### config.mk
export PLATFORM = sky130hd
export DESIGN_NAME = fcel_cfg_loader
export DESIGN_NICKNAME = d
export VERILOG_FILES = /design/src/rtl/fcel_cfg_pkg.sv /design/src/rtl/fcel_cfg_loader.sv
export SDC_FILE = /design/constraint.sdc
export NUM_CORES = 1
export LEC_CHECK = 0
export ABC_AREA = 1
export CORE_MARGIN = 8
export CORE_UTILIZATION = 30
export CTS_BUF_LIST = sky130_fd_sc_hd__clkbuf_4 sky130_fd_sc_hd__clkbuf_8
export DETAILED_ROUTE_END_ITERATION = 10
export DONT_BUFFER_PORTS = 1
export PLACE_DENSITY = 0.46
export RECOVER_POWER = 50
export SKIP_CTS_REPAIR_TIMING = 1
export SYNTH_ARGS = -nofsm -noshare
export SYNTH_HDL_FRONTEND = slang
export SYNTH_SLANG_ARGS = --single-unit
### constraint.sdc
create_clock -name clk -period 3.22 [get_ports clk]
set_input_delay 0.483 -clock clk [delete_from_list [all_inputs] [get_ports clk]]
set_output_delay 0.483 -clock clk [all_outputs]
set_load 0.05 [all_outputs]
### src/rtl/fcel_cfg_pkg.sv
// Shared constants, FSM encoding and error-code bit positions for the
// fcel configuration loader.
package fcel_cfg_pkg;

  localparam int CFG_W  = 124;
  localparam int DW     = 8;
  localparam int NWORDS = (CFG_W + DW - 1) / DW;
  localparam int PAD_W  = NWORDS * DW - CFG_W;
  localparam int CNT_W  = $clog2(NWORDS);

  localparam int ERR_CSUM = 0;
  localparam int ERR_PAD  = 1;

  typedef enum logic [1:0] {
    ST_IDLE   = 2'd0,
    ST_LOAD   = 2'd1,
    ST_CHECK  = 2'd2,
    ST_COMMIT = 2'd3
  } state_e;

  // The last stream word carries PAD_W unused bits that must be zero.
  function automatic logic pad_nonzero(input logic [DW-1:0] word);
    return |word[DW-1:DW-PAD_W];
  endfunction

endpackage

### src/rtl/fcel_cfg_loader.sv
// Byte-stream configuration loader: assembles a shadow frame, verifies XOR
// checksum and padding, then commits atomically onto the fcel ctrs bus.
module fcel_cfg_loader
  import fcel_cfg_pkg::*;
(
  input  logic             clk,
  input  logic             rst_n,
  input  logic             cfg_start,
  input  logic [DW-1:0]    cfg_data,
  input  logic             cfg_valid,
  output logic             cfg_ready,
  output logic [CFG_W-1:0] ctrs,
  output logic             cfg_busy,
  output logic             cfg_done,
  output logic             cfg_err,
  output logic [1:0]       cfg_err_code
);

  state_e           state_q;
  logic [CFG_W-1:0] shadow_q;
  logic [CFG_W-1:0] shadow_d;
  logic [CFG_W-1:0] ctrs_q;
  logic [CNT_W-1:0] cnt_q;
  logic [DW-1:0]    acc_q;
  logic             pad_err_q;
  logic             ready_q;
  logic             busy_q;
  logic             done_q;
  logic             err_q;
  logic [1:0]       err_code_q;

  logic             accept_s;
  logic             last_word_s;
  logic             frame_ok_s;
  logic [1:0]       err_code_s;

  // Word acceptance and end-of-frame decode.
  always_comb begin
    accept_s    = cfg_valid & ready_q & ~cfg_start;
    last_word_s = (cnt_q == CNT_W'(NWORDS - 1));
  end

  // Shadow merge: the current word lands in its byte lane; pad bits fall off the top.
  always_comb begin
    shadow_d = shadow_q;
    for (int i = 0; i < CFG_W; i++) begin
      if ((i / DW) == int'(cnt_q)) begin
        shadow_d[i] = cfg_data[i % DW];
      end else begin
        shadow_d[i] = shadow_q[i];
      end
    end
  end

  // Frame verdict on the checksum word.
  always_comb begin
    err_code_s           = 2'b00;
    err_code_s[ERR_CSUM] = (cfg_data != acc_q);
    err_code_s[ERR_PAD]  = pad_err_q;
    frame_ok_s           = (err_code_s == 2'b00);
  end

  // Loader FSM with all outputs registered alongside the state.
  always_ff @(posedge clk or negedge rst_n) begin
    if (!rst_n) begin
      state_q    <= ST_IDLE;
      shadow_q   <= '0;
      ctrs_q     <= '0;
      cnt_q      <= '0;
      acc_q      <= '0;
      pad_err_q  <= 1'b0;
      ready_q    <= 1'b0;
      busy_q     <= 1'b0;
      done_q     <= 1'b0;
      err_q      <= 1'b0;
      err_code_q <= 2'b00;
    end else begin
      done_q <= 1'b0;
      err_q  <= 1'b0;
      case (state_q)
        ST_IDLE: begin
          if (cfg_start) begin
            shadow_q   <= '0;
            cnt_q      <= '0;
            acc_q      <= '0;
            pad_err_q  <= 1'b0;
            err_code_q <= 2'b00;
            ready_q    <= 1'b1;
            busy_q     <= 1'b1;
            state_q    <= ST_LOAD;
          end
        end
        ST_LOAD, ST_CHECK: begin
          if (cfg_start) begin
            // Restart: any word presented on this edge is dropped.
            shadow_q   <= '0;
            cnt_q      <= '0;
            acc_q      <= '0;
            pad_err_q  <= 1'b0;
            err_code_q <= 2'b00;
            state_q    <= ST_LOAD;
          end else if (accept_s && (state_q == ST_LOAD)) begin
            shadow_q <= shadow_d;
            acc_q    <= acc_q ^ cfg_data;
            cnt_q    <= cnt_q + CNT_W'(1);
            if (last_word_s) begin
              pad_err_q <= pad_nonzero(cfg_data);
              state_q   <= ST_CHECK;
            end
          end else if (accept_s) begin
            ready_q <= 1'b0;
            if (frame_ok_s) begin
              state_q <= ST_COMMIT;
            end else begin
              err_q      <= 1'b1;
              err_code_q <= err_code_s;
              busy_q     <= 1'b0;
              state_q    <= ST_IDLE;
            end
          end
        end
        ST_COMMIT: begin
          ctrs_q  <= shadow_q;
          done_q  <= 1'b1;
          busy_q  <= 1'b0;
          ready_q <= 1'b0;
          state_q <= ST_IDLE;
        end
        default: begin
          ready_q <= 1'b0;
          busy_q  <= 1'b0;
          state_q <= ST_IDLE;
        end
      endcase
    end
  end

  assign cfg_ready    = ready_q;
  assign ctrs         = ctrs_q;
  assign cfg_busy     = busy_q;
  assign cfg_done     = done_q;
  assign cfg_err      = err_q;
  assign cfg_err_code = err_code_q;

endmodule

# Word level (Yosys, flattened, before mapping)
# Index checks and enable logic that the tools add are counted.
# Widths: inputs -> output; s select.
# word_totals
ff_bits	269
input_bits	12
out_inout_bits	130
elab_cells	278
# classes
addsub	1
eq_ne	48
muxes	170
bitwise	4
n_reduce_logical	29
# ops
op	n
$mux 124	3
$pmux 124 s2	1
$mux 1	142
$reduce_and 4->1	18
$ne 3x3->1 const B	21
$eq 4x4->1 const A	8
$mux 8	3
$mux 2	11
$eq 3x4->1 const A	4
$pmux 8 s2	1
$mux 4	3
$ne 2x2->1 const B	5
$reduce_and 5->1	2
$eq 2x4->1 const A	2
$ne 4x4->1 const B	2
$ne 8x8->1	1
$pmux 4 s2	1
$xor 8x8->8	1
$pmux 1 s3	2
$pmux 2 s3	1
$reduce_and 3->1	2
$add 4x1->4 const B	1
$eq 1x4->1 const A	1
$eq 2x2->1 const B	2
other kinds (12)	14

# Depth between registers and ports, before layout
# depth
depth_word	7
mapped_depth	13
ltp_nobuf	10

# Worst setup path after synthesis
# OpenSTA, ideal clock, no wires.
# synth_path
path_kind	reg-to-reg
start	register ready_q (netlist: cfg_ready)
end	register shadow_q[56]
setup_ns	0.129
arrival_time_ns	1.767
required_time_ns	3.091
setup_slack_ns	1.324
stages_incl_launch_ff	12
n_path_buf	2
cell_sequence	dfrtp_1 nand2_1 inv_2 nand4_2 inv_2 nand2_4 nand2_4 buf_12 nand2_2 buf_6 nand2_1 o21ai_2
# synth_between
elab_chain_cells	5
# synth_lines
element	line_no	text
start: declaration	fcel_cfg_loader.sv:26	logic ready_q;
start signal: assignment	fcel_cfg_loader.sv:72	ready_q <= 1'b0;
start signal: assignment	fcel_cfg_loader.sv:88	ready_q <= 1'b1;
start signal: assignment	fcel_cfg_loader.sv:111	ready_q <= 1'b0;
$and 1x1->1 (2 in series)	fcel_cfg_loader.sv:39	accept_s = cfg_valid & ready_q & ~cfg_start;
$logic_and 1x1->1	fcel_cfg_loader.sv:102	end else if (accept_s && (state_q == ST_LOAD)) begin
$ne 3x3->1 (no line)	--	
$reduce_and 4->1 (no line)	--	
end signal: assignment	fcel_cfg_loader.sv:103	shadow_q <= shadow_d;
end: declaration	fcel_cfg_loader.sv:20	logic [CFG_W-1:0] shadow_q;
# Every way passes these cells.
# A chain may end at the register's enable or synchronous reset.

# Final worst setup path
# layout_path
start	register state_q[0]
end	register ctrs_q[66] (netlist: ctrs[66])
# layout_between
elab_chain_cells	1
# layout_lines
element	line_no	text
start: declaration	fcel_cfg_loader.sv:19	state_e state_q;
start signal: assignment	fcel_cfg_loader.sv:66	state_q <= ST_IDLE;
start signal: assignment	fcel_cfg_loader.sv:90	state_q <= ST_LOAD;
start signal: assignment	fcel_cfg_loader.sv:101	state_q <= ST_LOAD;
$eq 2x2->1	fcel_cfg_loader.sv:80	case (state_q)
end signal: assignment	fcel_cfg_loader.sv:123	ctrs_q <= shadow_q;
end: declaration	fcel_cfg_loader.sv:22	logic [CFG_W-1:0] ctrs_q;
# Every way passes these cells.

==> impl_metrics.tcl <==
set metrics [dict create \
    syn-num-nets 924 \
    tightest_slew_ns 1.85 \
    rsz0062_at_grt "no" \
    netlist.area_leader.share_pct 63.9 \
    power_frac_comb_pct 16.8 \
    tritoncts "yes" \
    hold_ws_ns -0.404 \
    area_delta_synth_final_pct 12.9 \
    fin_crit_ns 2.54 \
    insertion_delay_ns 0.59 \
    cts_root_buffer "clkbuf_8" \
    chipWidth_um 203 \
    cts_buffer_depth 3 \
    violations "hold timing, capacitance limit, slew limit" \
    clkPwrFrac_pct 23.7 \
    startpoint_type "flip-flop" \
    place_inst 1327 \
    drcViolationCount 0 \
    arrival_ns 3.00 \
    track_usage_pct 13.1 \
    layout-drive-gt1-share_pct 25.6 \
    drt-initial-drc-count 309 \
    dieArea_sq_um 41400 \
    vias_per_cell 4.49 \
    wl_um 26800 \
    r2r_end "ctrs[66]" \
    grt_max_degree 270 \
    yosysTopAreaCell "dfrtp_1" \
    critical_path_class "reg -> reg" \
    ys_types 28 \
    slew_violations 136 \
    p_seq_share_pct 59.5 \
    fp-row-count 68 \
    antenna_cells 0 \
    path_clk_slew_ns 0.06 \
    reg2reg_depth 3 \
    cts_max_level 2 \
    hpwl_um 16500 \
    n_fill_cell 3506 \
    antenna_found_initial 0 \
    ys_seq_elements 269 \
    fin_skew_ns 0.0105 \
    portBuffers 0 \
    ir_drop_mv 0.510 \
    status "finished, violations left" \
    total_power_mw 13.7 \
    hold_class "in -> async" \
    worstSetupEndpointType "flip-flop" \
    required_ns 3.68 \
    clock-sinks 269 \
    num_io_pins 142 \
    switching_share_pct 44.9 \
    mostFrequentLayoutCell "dfrtp_1" \
    nNetsFinal 942 \
    max_freq_mhz 394 \
    fin_tns_setup_ns 0 \
    r2r-start "state_q[0]" \
    setup_viol 0 \
    ant_nets 0 \
    dpl_cell_area_sq_um 11000 \
    fin_cells 1412 \
    die_h_um 203 \
    cts_buffers 48 \
    layout_common_cells "269 x dfrtp_1, 195 x nand2_1, 116 x mux2_2" \
    yosys_warnings 0 \
    hold_viol 269 \
    avgSynthCellArea_sq_um 11.7 \
    powerDensity_nw_per_um2 1150 \
    syn_area_sq_um 10500 \
    core_area_sq_um 34500 \
    gp_congestion 0.758 \
    vias 6341 \
    start_util_pct 30.5 \
    grt_pass1_vias 6700 \
    wl_per_cell_um 19.0 \
    crit_path_max_fanout 70 \
    firstDrtPassIters 4 \
    maxCapViolCount 2 \
    post-route-period-util_pct 78.9 \
    p_sw_mw 6.13 \
    intPower_mw 7.54 \
    slew-limit-headroom_pct -23.4 \
    r2r_setup_slack_ns 0.68 \
    synth_cells 904 \
    p_leak_nw 5.75 \
    design_area_sq_um 11900 \
    synthTopCellsByArea "dfrtp_1 64%, mux2_2 12%, nand2_1 6.9%, o21ai_0 3.2%, o21ai_1 3.0%" \
    yosysSeqAreaShare_pct 63.9 \
    gr-total-overflow 0 \
    grt_first_pass_wirelength_um 41700 \
]
cell families after synthesis:
logic type,Yosys count,synth area share (%)
AOI/OAI and AO/OA,162,8.24
adders and majority gates,8,0.950
buffers and inverters,98,4.64
DFF,269,63.9
muxes,116,12.4
and+or+nand+nor,251,9.91
layout make-up:
cell class | instances | area (sq um) | area share (%)
clock buffer | 75 | 932 | 7.84
inverter | 54 | 203 | 1.70
timing repair buffer | 12 | 85.1 | 0.715
tap | 455 | 569 | 4.79
sequential | 269 | 6730 | 56.6
multi-input combinational | 537 | 3320 | 27.9
clock inverter | 10 | 56.3 | 0.473
sequential cells by signal, indices dropped and copies added, names as in the netlist:
register / count
ctrs: 124
shadow_q: 124
acc_q: 8
cnt_q: 4
cfg_err_code: 2
state_q: 2
cfg_busy: 1
cfg_done: 1
cfg_err: 1
cfg_ready: 1
pad_err_q: 1
cells in the mapped netlist (all sizes together):
library cell,n
a21oi,11
nand3,3
buf,30
o41ai,1
inv,54
dfrtp,269
clkbuf,14
mux2,116
ha,8
o22ai,8
nor3,4
nor2,33
a22oi,1
o21ai,141
nand2,209
nand4,2
worst max path at each step:
| stage | start | to | slack (ns) |
|---|---|---|---|
| after floorplan | cfg_ready | shadow_q[56] | 1.32 |
| after global placement | state_q[0] | shadow_q[117] | 0.68 |
| after detailed placement | state_q[0] | shadow_q[119] | 0.58 |
| after CTS | state_q[0] | shadow_q[119] | 0.57 |
| after global routing | state_q[0] | shadow_q[101] | 0.43 |
| final | state_q[0] | ctrs[66] | 0.68 |
power groups by stage:
stage          Clock [mW]  Sequential, mW  Combinational [mW]
6_report             3.24            8.14                2.29
5_1_grt              3.54            8.36                2.65
4_1_cts              3.41            8.19                2.36
3_5_place_dp            0            8.25                2.34
3_3_place_gp            0            8.23                2.29
2_1_floorplan           0            7.81                1.94
per-stage QoR:
stage	setup slack, ns	utilization, %
2_1_floorplan	1.32	-
3_3_place_gp	0.677	31.7
3_5_place_dp	0.585	31.7
4_1_cts	0.567	34.6
5_1_grt	0.428	34.4
6_report	0.680	34.4
worst max-delay path: stages (launching register included):
cell and delay (ns):
dfrtp_1 0.38, ha_1 0.19, clkbuf_2 1.25, mux2_2 0.44
layer usage:
metal / wire length [um] / global-route usage [%] / up-vias
met3: 2200 / 5.06 / 47
met5: 0 / 0 / -
li1: - / - / 3032
met2: 12200 / 20.2 / 141
met4: 624 / 4.95 / 0
met1: 11700 / 16.4 / 3121
Note: power is estimated with default switching activity, not from simulation.
